==> src/rtl/multi_mode_timer.sv <==
// ---------------------------------------------------------------------------
// multi_mode_timer
//
// Minutes:seconds timer with countdown and stopwatch modes, driven by seven
// debounced pushbuttons.
//
// Buttons are expected to be synchronous to clk. Debounce counts whole clk
// cycles, so any synchronizer stage belongs upstream of this block.
//
// Parameters
//   TICK_CYCLES  clk cycles per 1 s tick (>= 2)
//   DEB_CYCLES   consecutive high cycles before a press is accepted (>= 1)
//   MAX_MIN      highest minutes value (1..99)
//
// Ports
//   clk         system clock, rising edge
//   reset       synchronous active-high reset
//   start, edit, edit_shift, inc, dec, clear, mode_sel
//               pushbuttons, active high
//   minutes     current minutes, 0..MAX_MIN
//   seconds     current seconds, 0..59
//   state       IDLE=0, EDIT=1, RUN=2, PAUSED=3, EXPIRED=4
//   count_up    0 = countdown, 1 = stopwatch
//   edit_place  1 = minutes field selected, 0 = seconds field selected
//   done        one-cycle pulse on entry to EXPIRED
//   alarm       high while in EXPIRED
//   btn_ack     high from the accepting cycle until all buttons are low
// ---------------------------------------------------------------------------
module multi_mode_timer #(
    parameter int TICK_CYCLES = 100_000_000,
    parameter int DEB_CYCLES  = 25_000_000,
    parameter int MAX_MIN     = 99
) (
    input  logic       clk,
    input  logic       reset,
    input  logic       start,
    input  logic       edit,
    input  logic       edit_shift,
    input  logic       inc,
    input  logic       dec,
    input  logic       clear,
    input  logic       mode_sel,
    output logic [6:0] minutes,
    output logic [5:0] seconds,
    output logic [2:0] state,
    output logic       count_up,
    output logic       edit_place,
    output logic       done,
    output logic       alarm,
    output logic       btn_ack
);

    localparam logic [2:0] S_IDLE    = 3'd0;
    localparam logic [2:0] S_EDIT    = 3'd1;
    localparam logic [2:0] S_RUN     = 3'd2;
    localparam logic [2:0] S_PAUSED  = 3'd3;
    localparam logic [2:0] S_EXPIRED = 3'd4;

    // Button indices double as priority order: lower index wins.
    localparam int NB         = 7;
    localparam int B_CLEAR    = 0;
    localparam int B_EDIT     = 1;
    localparam int B_START    = 2;
    localparam int B_SHIFT    = 3;
    localparam int B_INC      = 4;
    localparam int B_DEC      = 5;
    localparam int B_MODE     = 6;

    localparam int DW = (DEB_CYCLES > 1) ? $clog2(DEB_CYCLES + 1) : 1;
    localparam logic [DW-1:0] DEB_LAST = DW'(DEB_CYCLES - 1);

    localparam int PW = $clog2(TICK_CYCLES);
    localparam logic [PW-1:0] TICK_LAST = PW'(TICK_CYCLES - 1);

    localparam logic [6:0] MAX_M = 7'(MAX_MIN);
    localparam logic [5:0] MAX_S = 6'd59;

    // Wrapping field helpers used by inc/dec in EDIT.
    function automatic logic [6:0] wrap_inc(input logic [6:0] v, input logic [6:0] top);
        return (v >= top) ? 7'd0 : v + 7'd1;
    endfunction

    function automatic logic [6:0] wrap_dec(input logic [6:0] v, input logic [6:0] top);
        return (v == 7'd0) ? top : v - 7'd1;
    endfunction

    // -----------------------------------------------------------------------
    // Debounce
    // -----------------------------------------------------------------------
    logic [NB-1:0] btn_raw;
    logic [DW-1:0] deb_cnt [NB];
    logic [NB-1:0] armed;
    // A button that was already high while reset was asserted stays blocked
    // until it is seen low, so a held press never fires just because reset
    // re-armed it.
    logic [NB-1:0] blocked;
    logic [NB-1:0] accept;
    logic [NB-1:0] act;
    logic          ack_q;

    assign btn_raw = {mode_sel, dec, inc, edit_shift, start, edit, clear};

    always_comb begin
        accept = '0;
        for (int i = 0; i < NB; i++) begin
            accept[i] = btn_raw[i] & armed[i] & ~blocked[i] & ~reset &
                        (deb_cnt[i] == DEB_LAST);
        end
    end

    // Keep only the highest-priority accepted button; the rest are consumed.
    always_comb begin
        act = '0;
        for (int i = NB - 1; i >= 0; i--) begin
            if (accept[i]) begin
                act    = '0;
                act[i] = 1'b1;
            end
        end
    end

    always_ff @(posedge clk) begin
        if (reset) begin
            for (int i = 0; i < NB; i++) begin
                deb_cnt[i] <= '0;
            end
            armed   <= '1;
            blocked <= btn_raw;
        end else begin
            for (int i = 0; i < NB; i++) begin
                if (!btn_raw[i]) begin
                    deb_cnt[i] <= '0;
                    armed[i]   <= 1'b1;
                    blocked[i] <= 1'b0;
                end else if (accept[i]) begin
                    deb_cnt[i] <= '0;
                    armed[i]   <= 1'b0;
                end else if (armed[i] && !blocked[i] && deb_cnt[i] != DEB_LAST) begin
                    deb_cnt[i] <= deb_cnt[i] + 1'b1;
                end
            end
        end
    end

    always_ff @(posedge clk) begin
        if (reset) begin
            ack_q <= 1'b0;
        end else if (|accept) begin
            ack_q <= 1'b1;
        end else if (btn_raw == '0) begin
            ack_q <= 1'b0;
        end
    end

    assign btn_ack = ack_q | (|accept);

    // -----------------------------------------------------------------------
    // Prescaler and FSM next-state
    // -----------------------------------------------------------------------
    logic [PW-1:0] presc;
    logic [PW-1:0] presc_n;
    logic [2:0]    state_n;
    logic [6:0]    min_n;
    logic [5:0]    sec_n;
    logic          cu_n;
    logic          ep_n;
    logic          tick;
    logic          can_start;
    logic          expire;

    assign tick = (state == S_RUN) && (presc == TICK_LAST);

    // Starting would immediately over/underflow at the terminal value.
    assign can_start = count_up ? !((minutes == MAX_M) && (seconds == MAX_S))
                                : !((minutes == 7'd0) && (seconds == 6'd0));

    always_comb begin
        state_n = state;
        min_n   = minutes;
        sec_n   = seconds;
        cu_n    = count_up;
        ep_n    = edit_place;
        presc_n = '0;
        expire  = 1'b0;

        case (state)
            S_IDLE: begin
                if (act[B_EDIT]) begin
                    state_n = S_EDIT;
                end else if (act[B_START] && can_start) begin
                    state_n = S_RUN;
                end else if (act[B_MODE]) begin
                    cu_n = ~count_up;
                end
            end

            S_EDIT: begin
                if (act[B_EDIT]) begin
                    state_n = S_IDLE;
                end else if (act[B_SHIFT]) begin
                    ep_n = ~edit_place;
                end else if (act[B_INC]) begin
                    if (edit_place) min_n = wrap_inc(minutes, MAX_M);
                    else            sec_n = 6'(wrap_inc({1'b0, seconds}, {1'b0, MAX_S}));
                end else if (act[B_DEC]) begin
                    if (edit_place) min_n = wrap_dec(minutes, MAX_M);
                    else            sec_n = 6'(wrap_dec({1'b0, seconds}, {1'b0, MAX_S}));
                end
            end

            S_RUN: begin
                presc_n = tick ? '0 : presc + 1'b1;
                if (tick) begin
                    if (!count_up) begin
                        if (seconds != 6'd0) begin
                            sec_n = seconds - 6'd1;
                        end else begin
                            min_n = minutes - 7'd1;
                            sec_n = MAX_S;
                        end
                        expire = (minutes == 7'd0) && (seconds == 6'd1);
                    end else begin
                        if (seconds != MAX_S) begin
                            sec_n = seconds + 6'd1;
                        end else begin
                            min_n = minutes + 7'd1;
                            sec_n = 6'd0;
                        end
                        expire = (minutes == MAX_M) && (seconds == MAX_S - 6'd1);
                    end
                end
                // Reaching the terminal value takes precedence over a
                // simultaneous pause request.
                if (expire) begin
                    state_n = S_EXPIRED;
                end else if (act[B_START]) begin
                    state_n = S_PAUSED;
                end
            end

            S_PAUSED: begin
                if (act[B_START] && can_start) begin
                    state_n = S_RUN;
                end else if (act[B_EDIT]) begin
                    state_n = S_EDIT;
                end
            end

            S_EXPIRED: begin
                if (|act) begin
                    state_n = S_IDLE;
                end
            end

            default: state_n = S_IDLE;
        endcase

        if (act[B_CLEAR]) begin
            state_n = S_IDLE;
            min_n   = 7'd0;
            sec_n   = 6'd0;
            presc_n = '0;
        end

        // Every entry to RUN starts a fresh second.
        if (state_n == S_RUN && state != S_RUN) begin
            presc_n = '0;
        end
    end

    // -----------------------------------------------------------------------
    // State registers
    // -----------------------------------------------------------------------
    always_ff @(posedge clk) begin
        if (reset) begin
            state      <= S_IDLE;
            minutes    <= 7'd0;
            seconds    <= 6'd0;
            count_up   <= 1'b0;
            edit_place <= 1'b1;
            presc      <= '0;
            done       <= 1'b0;
        end else begin
            state      <= state_n;
            minutes    <= min_n;
            seconds    <= sec_n;
            count_up   <= cu_n;
            edit_place <= ep_n;
            presc      <= presc_n;
            done       <= (state_n == S_EXPIRED) && (state != S_EXPIRED);
        end
    end

    assign alarm = (state == S_EXPIRED);

endmodule

==> config.mk <==
export PLATFORM = sky130hd
export DESIGN_NAME = multi_mode_timer
export DESIGN_NICKNAME = d
export VERILOG_FILES = /design/src/rtl/multi_mode_timer.sv
export SDC_FILE = /design/constraint.sdc
export NUM_CORES = 1
export LEC_CHECK = 0
export CAP_MARGIN = 20
export CELL_PAD_IN_SITES_DETAIL_PLACEMENT = 2
export CELL_PAD_IN_SITES_GLOBAL_PLACEMENT = 2
export CORE_MARGIN = 5
export CORE_UTILIZATION = 42
export CTS_CLUSTER_SIZE = 8
export DETAILED_ROUTE_END_ITERATION = 7
export DONT_BUFFER_PORTS = 1
export GPL_TIMING_DRIVEN = 0
export PLACE_DENSITY_LB_ADDON = 0.1
export SLEW_MARGIN = 20
export SYNTH_ARGS = -nofsm -noshare
export SYNTH_HDL_FRONTEND = slang
export SYNTH_SLANG_ARGS = --single-unit
==> constraint.sdc <==
create_clock -name clk -period 3.5 [get_ports clk]
set_clock_uncertainty 0.05 [all_clocks]
set_input_delay 0.7 -clock clk [delete_from_list [all_inputs] [get_ports clk]]
set_output_delay 0.7 -clock clk [all_outputs]
set_load 0.01 [all_outputs]
# ---- Word-level counts from Yosys, hierarchy flattened
# Memory sizes are Yosys's and may differ from the RTL's.
# Index checks and enable logic that the tools add are counted.
dict set report classes {
  addsub 14
  n_eq_ne 45
  order_cmp 2
  bitwise_logic 70
  n_mux 164
  reduce_logical 53
}
# op n
set ops {}
lappend ops {{$mux W25} 21}
lappend ops {{$add A25 B1 Y25 const B} 7}
lappend ops {{$eq A25 B25 Y1 const B} 7}
lappend ops {{$ne A25 B25 Y1 const B} 7}
lappend ops {{$mux W7} 20}
lappend ops {{$mux W1} 99}
lappend ops {{$mux W6} 12}
lappend ops {{$and A1 B1 Y1} 28}
lappend ops {{$add A27 B1 Y27 const B} 1}
lappend ops {{$eq A27 B27 Y1 const B} 1}
lappend ops {{$mux W3} 9}
lappend ops {{$ne A3 B3 Y1 const B} 8}
lappend ops {{$logic_and A1 B1 Y1} 22}
lappend ops {{$or A1 B1 Y1} 22}
lappend ops {{$ne A2 B2 Y1 const B} 10}
lappend ops {{$not A1 Y1} 20}
lappend ops {{$reduce_or A2 Y1} 8}
lappend ops {{$pmux W3 S5} 1}
lappend ops {{$logic_not A7 Y1} 2}
lappend ops {{$pmux W7 S2} 1}
lappend ops {{$reduce_or A7 Y1} 2}
lappend ops {{$add A6 B1 Y6 const B} 2}
lappend ops {{$eq A6 B6 Y1 const B} 2}
lappend ops {{$pmux W6 S2} 1}
lappend ops {{22 further kinds} 35}
dict set report word_totals {
  output_inout_bits 21
  reg_bits 61
  word_cells 371
  input_bits 9
  n_memories 1
  ramBits 175
}
# memory words width rd rd_clocked_by_memory_dff wr line_no
set memory_table {}
lappend memory_table {deb_cnt 7 25 7 0 7 91} ;# logic [DW-1:0] deb_cnt [NB];

# ---- Logic depth before layout (Yosys ltp)
# Gate-level depths: netlist (run 1).
dict set report depth {
  ltp_word 19
  mapped_depth 11
  ltp_nobuf 10
}

# ---- Least setup slack after synthesis (run 1)
# No wires, ideal clock.
dict set report synth_path {
  kind {input to output}
  from {input port reset}
  to {output port btn_ack}
  required_ps 2750
  path_buffers 1
  arrival_time_ps 2212
  path_stages 7
  slack_ps 538
  cell_sequence {nand2b_1 > or2_2 > or4_1 > nand4b_2 > buf_6 > nor3_1 > nand2b_1}
}
dict set report synth_via {
  elab_chain_cells 5
  elab_cells_between_ends 17
  cone_classes {bitwise (16); reduce/logical (1)}
}
# item line_no
set synth_lines {}
lappend synth_lines {{start: declaration} 35} ;# input logic reset,
lappend synth_lines {{$not A1 Y1 *} 106} ;# accept[i] = btn_raw[i] & armed[i] & ~blocked[i] & ~reset &
lappend synth_lines {{$and A1 B1 Y1 (2 in a row)} 106}
lappend synth_lines {{$reduce_or A7 Y1 *} 155} ;# assign btn_ack = ack_q | (|accept);
lappend synth_lines {{$or A1 B1 Y1 *} 155}
lappend synth_lines {{end: declaration} 50} ;# output logic btn_ack
# Mark *: on every way between the ends. The rest lies on a longest branch, timed or not.

==> flow_summary.ini, run 1 <==
[run_status]
status = complete, but fails checks
violations = setup timing

[finish]
stdcell_area_um2 = 14400
nets = 1369
area_growth_pct = 13.6
diodes = 0
layout_commonest_cell = nor2_1
layout-drive-gt1-share = 0.0584
final_cell_mix = 252 x nor2_1, 182 x edfxtp_1, 111 x xor2_1
stdcell_count = 1761
final_core_util = 0.484

[sta]
slew_headroom = 0.372
setup-tns-final_ns = -0.0653
final.setup.worst_slack_ns = -0.0653
min_period_ns = 3.57
finalSetupViolCount = 1
fin_crit_sh = 1.02
drv_slew = 0
tightest_slew_ns = 0.933
max_clock_freq_mhz = 280
rsz0062_at_grt = true
hold_viol = 0

[global_route]
gr-usage-all-layers = 0.211
antenna_found_initial = 0
grt_first_pass_wirelength_um = 58800
grt_max_degree = 26
grt_pass1_vias = 11100
grt-ovfl-total = 0

[synth]
synth_cell_type_count = 60
yosysWarnings = 0
synth-seq-cells = 236
syn_area_um2 = 12700
synth_ff_type = edfxtp_1
syn_inst = 1299
async_flop_share = 0
synth_nets = 1323
synth_edf_count = 182
post_synth.cell_area_avg_um2 = 9.75
yosysSeqAreaShare = 0.517

[route]
via_count = 9896
viasPerCell = 5.62
wl_per_cell_um = 20.1
routed_wl_um = 35400
drc = 0
ant_nets = 0
firstDrtPassIters = 4
drt_iter0_drc = 382

[floorplan]
die_w_um = 184
die_y_um = 184
floorplan.initialDensity = 0.426
core-area_um2 = 29700
rows = 63
fp.dieArea_um2 = 33700
io_pins = 30

[placement]
place_hpwl_um = 23900
placed_area_um2 = 13200
post-place-ws_ns = -0.197
dp.cells = 1690
io_buffers = 0
place_congestion = 0.755

[clocking]
cts.sink_count = 236
cts_tree = yes
clk_latency_ns = 0.50
cts_hold_buf = 0
cts_buffers = 35
cts.clk_slew.worst_paths_ns = 0.05
cts_max_level = 2
clock_tree.root_cell = clkbuf_16
clk_path_buf_depth = 3

[setup_path]
endpoint_kind = primary output
arrival_ns = 2.82
startpoint_type = flip-flop
path_max_fanout = 5
crit_required_ns = 2.75
path_class = flip-flop to primary output

[pwr]
irDropWorstVdd_uv = 320
leakage_uw = 0.00484
power_density_nw_per_um2 = 466

[job]
maxCapViolCount = 0

[min_path]
hp-class = input port to flip-flop
[critical path, stage by stage, from the launching register on]
cell      delay [ns]
edfxtp_1        0.45
or4_4           0.56
or4_4           0.51
or3_4           0.38
nand4b_4        0.12
buf_6           0.12
nor3_4          0.04
nand2b_4        0.12
[path summary, 6_finish.rpt]
check | slack, ns | endpoint | from | depth (start not counted)
setup / recovery | -0.07 | btn_ack | deb_cnt[1][7] | 7
hold / removal | 0.29 | armed[5] | reset | 2
setup reg to reg | 0.18 | seconds[5] | deb_cnt[1][7] | 11
hold reg to reg | 0.39 | presc[0] | presc[0] | 1
[final cells by class]
class	count	area, um2
fill	3098	15300
multi-input combinational	1005	6030
sequential	236	6550
inverter	27	101
tap	390	488
buffer	31	126
timing repair buffer	9	75.1
clock buffer	63	1020
[cells in the mapped netlist (5+ instances only)]
cell type	count	area share
o211ai_1	7	0.0041
and3_1	49	0.024
nand3_1	107	0.042
a21oi_1	33	0.013
nand2b_1	16	0.0079
ha_1	15	0.015
or2_2	5	0.0025
nor2_1	252	0.075
nand4_1	36	0.018
o21ai_0	38	0.015
or3_1	23	0.011
clkbuf_1	28	0.0083
nor3_1	32	0.013
nand4b_1	6	0.0041
and2_1	14	0.0069
nand2_1	98	0.029
nor4_1	17	0.0084
dfxtp_1	54	0.085
or4_1	5	0.0030
inv_1	26	0.0077
xor2_1	111	0.077
nor4b_1	10	0.0069
nor2b_1	6	0.0030
and4_1	8	0.0055
edfxtp_1	182	0.43
xnor2_1	63	0.044
[where the power goes]
| group | internal [uW] | switching [uW] |
|---|---|---|
| combinational | 92.5 | 160 |
| clock | 1960 | 1230 |
| sequential | 3140 | 129 |
| total | 5190 | 1520 |
[stage by stage]
| step | total power, uW | hold WS [ns] |
|---|---|---|
| finish | 6710 | 0.295 |
| global route | 6960 | 0.305 |
| CTS | 6790 | 0.275 |
| detailed placement | 3570 | 0.388 |
| global placement | 3550 | 0.373 |
| floorplan | 3460 | 0.363 |
[layer usage]
metal  track usage  vias up  routed length [um]
met4        0.0521        0                 765
met5             0        -                   0
li1              -     4750                   -
met1         0.265     4995               15700
met2         0.381       96               17800
met3        0.0332       55                1110
[sequential cells by signal, summed over array words and instances, names as in the netlist]
register    count
edit_place      1
armed           7
seconds         6
blocked         7
done            1
minutes         7
deb_cnt       175
presc          27
count_up        1
state           3
ack_q           1
[what timing repair did]
action	4_1_cts	5_1_grt
hold endpoints to repair	0	0
pin swaps	4	1
cloned	0	0
setup buffers	4	4
resized for setup	10	3
endpoints found under the setup margin	6	31
[cell families (layout without fill, tap and decap cells)]
logic type	Yosys count	count (layout)	synth area share
AOI/OAI and AO/OA	111	111	0.0539
buffers and inverters	58	130	0.0180
DFF	236	236	0.517
xor gates and xnor gates	174	174	0.120
and+or+nand+nor	705	705	0.276
adders and majority gates	15	15	0.0148
Power figures use the tool's default switching activity.
==> run 2: changes to the inputs <==
==> constraint.sdc (replaced) <==
create_clock -name clk -period 3.4 [get_ports clk]
set_clock_uncertainty 0.05 [all_clocks]
set_input_delay 0.68 -clock clk [delete_from_list [all_inputs] [get_ports clk]]
set_output_delay 0.68 -clock clk [all_outputs]
set_load 0.01 [all_outputs]
==> flow_summary.ini, run 2 (synthesis gave the netlist of run 1 again) <==
[finish]
final_core_util = 0.488
seq_area_um2 = 6550
nets = 1380
layout-drive-gt1-share = 0.0673
layout_commonest_cell = nor2_1
largest-register = deb_cnt
multiInputGateArea_um2 = 6070
largest_reg_flops = 175
fillers = 3092
stdcell_area_um2 = 14500
final_cell_mix = 252 x nor2_1, 182 x edfxtp_1, 111 x xor2_1
area_growth_pct = 14.6
top_regs = deb_cnt: 175 flops, presc: 27 flops
diodes = 0
stdcell_count = 1772

[global_route]
antenna_found_initial = 0
grt_pass1_vias = 11100
met2_usage = 0.380
busiest_layer = met2
grt_first_pass_wirelength_um = 58900
met1_usage = 0.265
grt_max_degree = 26
gr-usage-all-layers = 0.211
grtUsageMet3 = 0.0338
grt-ovfl-total = 0

[setup_path]
crit_top_cell = or4_4
cp-endpoint = btn_ack
endpoint_kind = primary output
slowest_delay_ns = 0.55
r2r_cells = 11
reg2reg_from = deb_cnt[1][6]
cp.depth = 6
arrival_ns = 2.63
rrSetupSlack_ns = 0.16
worstReg2RegEnd = seconds[5]
crit_family = simple AND/OR/NAND/NOR gates
crit_chain = or4_4 -> or4_4 -> or3_4 -> nand4b_4 -> nor3_4 -> nand2b_4
slowest_stage = or4_4
critPathLaunch = deb_cnt[1][6]
path_max_fanout = 4
crit_required_ns = 2.67
critPathBufInv = 0
startpoint_type = flip-flop
path_class = flip-flop to primary output

[route]
viasPerCell = 5.64
firstDrtPassIters = 4
wl_per_cell_um = 20.2
drc = 0
ant_nets = 0
via_count = 9991
routed_wl_um = 35900
drt_iter0_drc = 405

[run_status]
status = finished, final reports clean

[sta]
fin_crit_sh = 0.987
hold_viol = 0
finalSetupViolCount = 0
min_period_ns = 3.36
slew_headroom = 0.343
drv_slew = 0
setup-tns-final_ns = 0
final.setup.worst_slack_ns = 0.0440
max_clock_freq_mhz = 298
rsz0062_at_grt = true
tightest_slew_ns = 0.977

[floorplan]
rows = 63
die_y_um = 184
fp.dieArea_um2 = 33700
floorplan.initialDensity = 0.426
die_w_um = 184
io_pins = 30
core-area_um2 = 29700

[clocking]
cts_max_level = 2
clk_path_buf_depth = 3
clk_latency_ns = 0.51
cts_buffers = 35
cts.sink_count = 236
cts_tree = yes
cts.clk_slew.worst_paths_ns = 0.05
clock_tree.root_cell = clkbuf_16

[job]
maxCapViolCount = 0

[placement]
io_buffers = 0
dp.cells = 1690
place_hpwl_um = 23900
post-place-ws_ns = -0.257
place_congestion = 0.755
placed_area_um2 = 13200

[min_path]
hp-class = input port to flip-flop

[pwr]
irDropWorstVdd_uv = 330
power_density_nw_per_um2 = 477
leakage_uw = 0.00492
run 2: cell types whose count changed in the layout (fill, tap and decap cells not counted), sizes merged:
cell / delta
buf: +11
run 2: per-layer routing:
metal | wire, um | up-vias
met3 | 1120 | 49
met1 | 15800 | 5077
met5 | 0 | -
li1 | - | 4770
met2 | 18200 | 95
met4 | 663 | 0
run 2: area by class of cell:
cell class                 instances  share of cell area
multi-input combinational       1005               0.418
tap                              390              0.0336
sequential                       236               0.451
clock buffer                      63              0.0705
timing repair buffer              21              0.0114
inverter                          27             0.00698
buffer                            30             0.00793
run 2: worst register-to-register path: stages (launching register included):
cell and delay (ns):
edfxtp_1 0.42, or4_4 0.55, or4_4 0.43, or3_4 0.42
nand4b_4 0.13, buf_4 0.13, buf_4 0.19, o21ai_2 0.10
buf_2 0.21, nor3_2 0.28, o211ai_1 0.14, o211ai_1 0.11
run 2: metrics by stage:
stage          total power [uW]  hold slack (ns)
2_1_floorplan              3560            0.363
3_3_place_gp               3650            0.373
3_5_place_dp               3670            0.388
4_1_cts                    6990            0.255
5_1_grt                    7180            0.288
6_report                   6910            0.280
run 2: worst min path at each step:
stage	cells after the start	end	start	slack [ns]
2_1_floorplan	1	presc[0]	presc[0]	0.36
3_3_place_gp	1	presc[0]	presc[0]	0.37
3_5_place_dp	1	presc[0]	presc[0]	0.39
4_1_cts	2	armed[5]	reset	0.26
5_1_grt	2	armed[5]	reset	0.29
6_report	2	armed[5]	reset	0.28
run 2: report_power, final:
part	switching [uW]	internal, uW
Sequential	133	3230
Clock	1260	2010
Combinational	171	101
Total	1570	5350
run 2: what timing repair did:
| action | 4_1_cts | 5_1_grt |
|---|---|---|
| pin swaps | 5 | 10 |
| buffers inserted | 8 | 12 |
| endpoints found under the setup margin | 30 | 23 |
| hold buffers | 0 | 0 |
| resized for setup | 10 | 9 |
| hold endpoints to repair | 0 | 0 |
==> run 3: changes to the inputs <==
--- a/config.mk
+++ b/config.mk
@@ -5,16 +5,17 @@
 export SDC_FILE = /design/constraint.sdc
 export NUM_CORES = 1
 export LEC_CHECK = 0
+export BUFFER_PORTS_ARGS = -buffer_cell sky130_fd_sc_hd__buf_2
 export CAP_MARGIN = 20
 export CELL_PAD_IN_SITES_DETAIL_PLACEMENT = 2
 export CELL_PAD_IN_SITES_GLOBAL_PLACEMENT = 2
 export CORE_MARGIN = 5
-export CORE_UTILIZATION = 42
+export CORE_UTILIZATION = 41
 export CTS_CLUSTER_SIZE = 8
 export DETAILED_ROUTE_END_ITERATION = 7
-export DONT_BUFFER_PORTS = 1
 export GPL_TIMING_DRIVEN = 0
 export PLACE_DENSITY_LB_ADDON = 0.1
+export REMOVE_ABC_BUFFERS = 1
 export SLEW_MARGIN = 20
 export SYNTH_ARGS = -nofsm -noshare
 export SYNTH_HDL_FRONTEND = slang
==> flow_summary.ini, run 3 (synthesis gave the netlist of run 1 again) <==
[run_status]
status = complete, but fails checks
violations = setup timing

[setup_path]
arrival_ns = 2.79
r2r_cells = 9
rrSetupSlack_ns = 0.17
reg2reg_from = deb_cnt[1][9]
crit_required_ns = 2.67
critPathLaunch = deb_cnt[1][9]
crit_chain = or4_1 -> or4_4 -> or3_4 -> nand4b_4 -> nor3_2 -> nand2b_1 -> buf_2
endpoint_kind = primary output
slowest_delay_ns = 0.54
cp-endpoint = btn_ack
worstReg2RegEnd = seconds[2]
path_max_fanout = 3
path_class = flip-flop to primary output
slowest_stage = or4_1
startpoint_type = flip-flop

[route]
routed_wl_um = 34200
drc = 0
via_count = 9938
ant_nets = 0
wl_per_cell_um = 19.3
firstDrtPassIters = 4
drt_iter0_drc = 487
viasPerCell = 5.61

[placement]
io_buffers = 29
place_congestion = 0.746
dp.cells = 1696
placed_area_um2 = 13300
post-place-ws_ns = -0.703
place_hpwl_um = 22800

[global_route]
grt-ovfl-total = 0
gr-usage-all-layers = 0.197
antenna_found_initial = 0
grt_first_pass_wirelength_um = 56100
grt_max_degree = 28
grt_pass1_vias = 10800

[sta]
hold_viol = 0
tightest_slew_ns = 0.947
drv_slew = 0
rsz0062_at_grt = true
slew_headroom = 0.363
min_period_ns = 3.52
fin_crit_sh = 1.04
finalSetupViolCount = 1
holdWs_ns = 0.395
max_clock_freq_mhz = 284
final.setup.worst_slack_ns = -0.125

[pwr]
sw_frac_of_total = 0.226
total_power_uw = 6940
p_clk_frac = 0.476
power_density_nw_per_um2 = 478
power.share.combinational = 0.039
irDropWorstVdd_uv = 346
p_int_uw = 5370
switchingPower_uw = 1570
leakage_uw = 0.00498
power_frac_seq = 0.485

[finish]
final_cell_mix = 252 x nor2_1, 182 x edfxtp_1, 111 x xor2_1
top_regs = deb_cnt: 175 flops, presc: 27 flops
largest-register = deb_cnt
stdcell_area_um2 = 14500
layout-drive-gt1-share = 0.0836
diodes = 0
nets = 1374
largest_reg_flops = 175
area_growth_pct = 14.6
stdcell_count = 1772
layout_commonest_cell = nor2_1

[floorplan]
core-area_um2 = 30500
rows = 64
fp.dieArea_um2 = 34500
io_pins = 30
floorplan.initialDensity = 0.415
die_w_um = 186
die_y_um = 186

[clocking]
clk_path_buf_depth = 3
cts_hold_buf = 0
clock_tree.root_cell = clkbuf_16
cts.clk_slew.worst_paths_ns = 0.05
cts_max_level = 2
cts.sink_count = 236
clk_latency_ns = 0.50
cts_buffers = 35
cts_tree = yes

[min_path]
min_from = presc[0]
hp-class = flip-flop to flip-flop

[job]
maxCapViolCount = 0
run 3: changes by cell type in the layout (fill, tap and decap cells not counted), sizes merged:
| cell | delta |
|---|---|
| clkbuf | -28 |
| buf | +22 |
run 3: worst min path at each step:
| stage | end | slack, ns | cells past startpoint |
|---|---|---|---|
| after floorplan | presc[0] | 0.36 | 1 |
| after global placement | presc[0] | 0.38 | 1 |
| after detailed placement | presc[0] | 0.39 | 1 |
| after CTS | presc[0] | 0.40 | 1 |
| after global routing | presc[0] | 0.43 | 1 |
| final | presc[0] | 0.39 | 1 |
run 3: final cells by class:
cell class | count | area, um2
Clock buffer | 63 | 1030
Fill cell | 3193 | 16000
Inverter | 27 | 101
Multi-Input combinational cell | 1005 | 6040
Sequential cell | 236 | 6550
Tap cell | 396 | 495
Timing Repair Buffer | 45 | 297
run 3: what timing repair did:
action,in CTS,in global routing
pin swaps,1,6
endpoints found under the setup margin,31,39
setup buffers,3,10
resized for setup,6,7
run 3: layer usage:
layer	wire [um]	global-route usage	part of all wire	up-vias
li1	-	-	-	4766
met1	15400	0.256	0.45	5038
met2	17100	0.348	0.50	96
met3	1040	0.0317	0.031	38
met4	598	0.0428	0.017	0
met5	0	0	0	-
run 3: power groups by stage:
| stage | clock [uW] | sequential, uW | combinational [uW] |
|---|---|---|---|
| after CTS | 3400 | 3360 | 270 |
| after global placement | 0 | 3410 | 240 |
| after floorplan | 0 | 3380 | 179 |
| final | 3300 | 3360 | 271 |
| after detailed placement | 0 | 3420 | 261 |
| after global routing | 3530 | 3380 | 302 |
run 3: stage by stage:
step	TNS (ns)	util
floorplan	0	-
global placement	-39.80	0.432
detailed placement	-20.19	0.436
CTS	-0.196	0.472
global route	-0.269	0.476
finish	-0.125	0.476
run 3: critical path: cells and delay by family (launching register included):
kind / cells / cell delay (ns)
simple gates: 6 / 1.72
flops: 1 / 0.42
buf+inv: 1 / 0.15
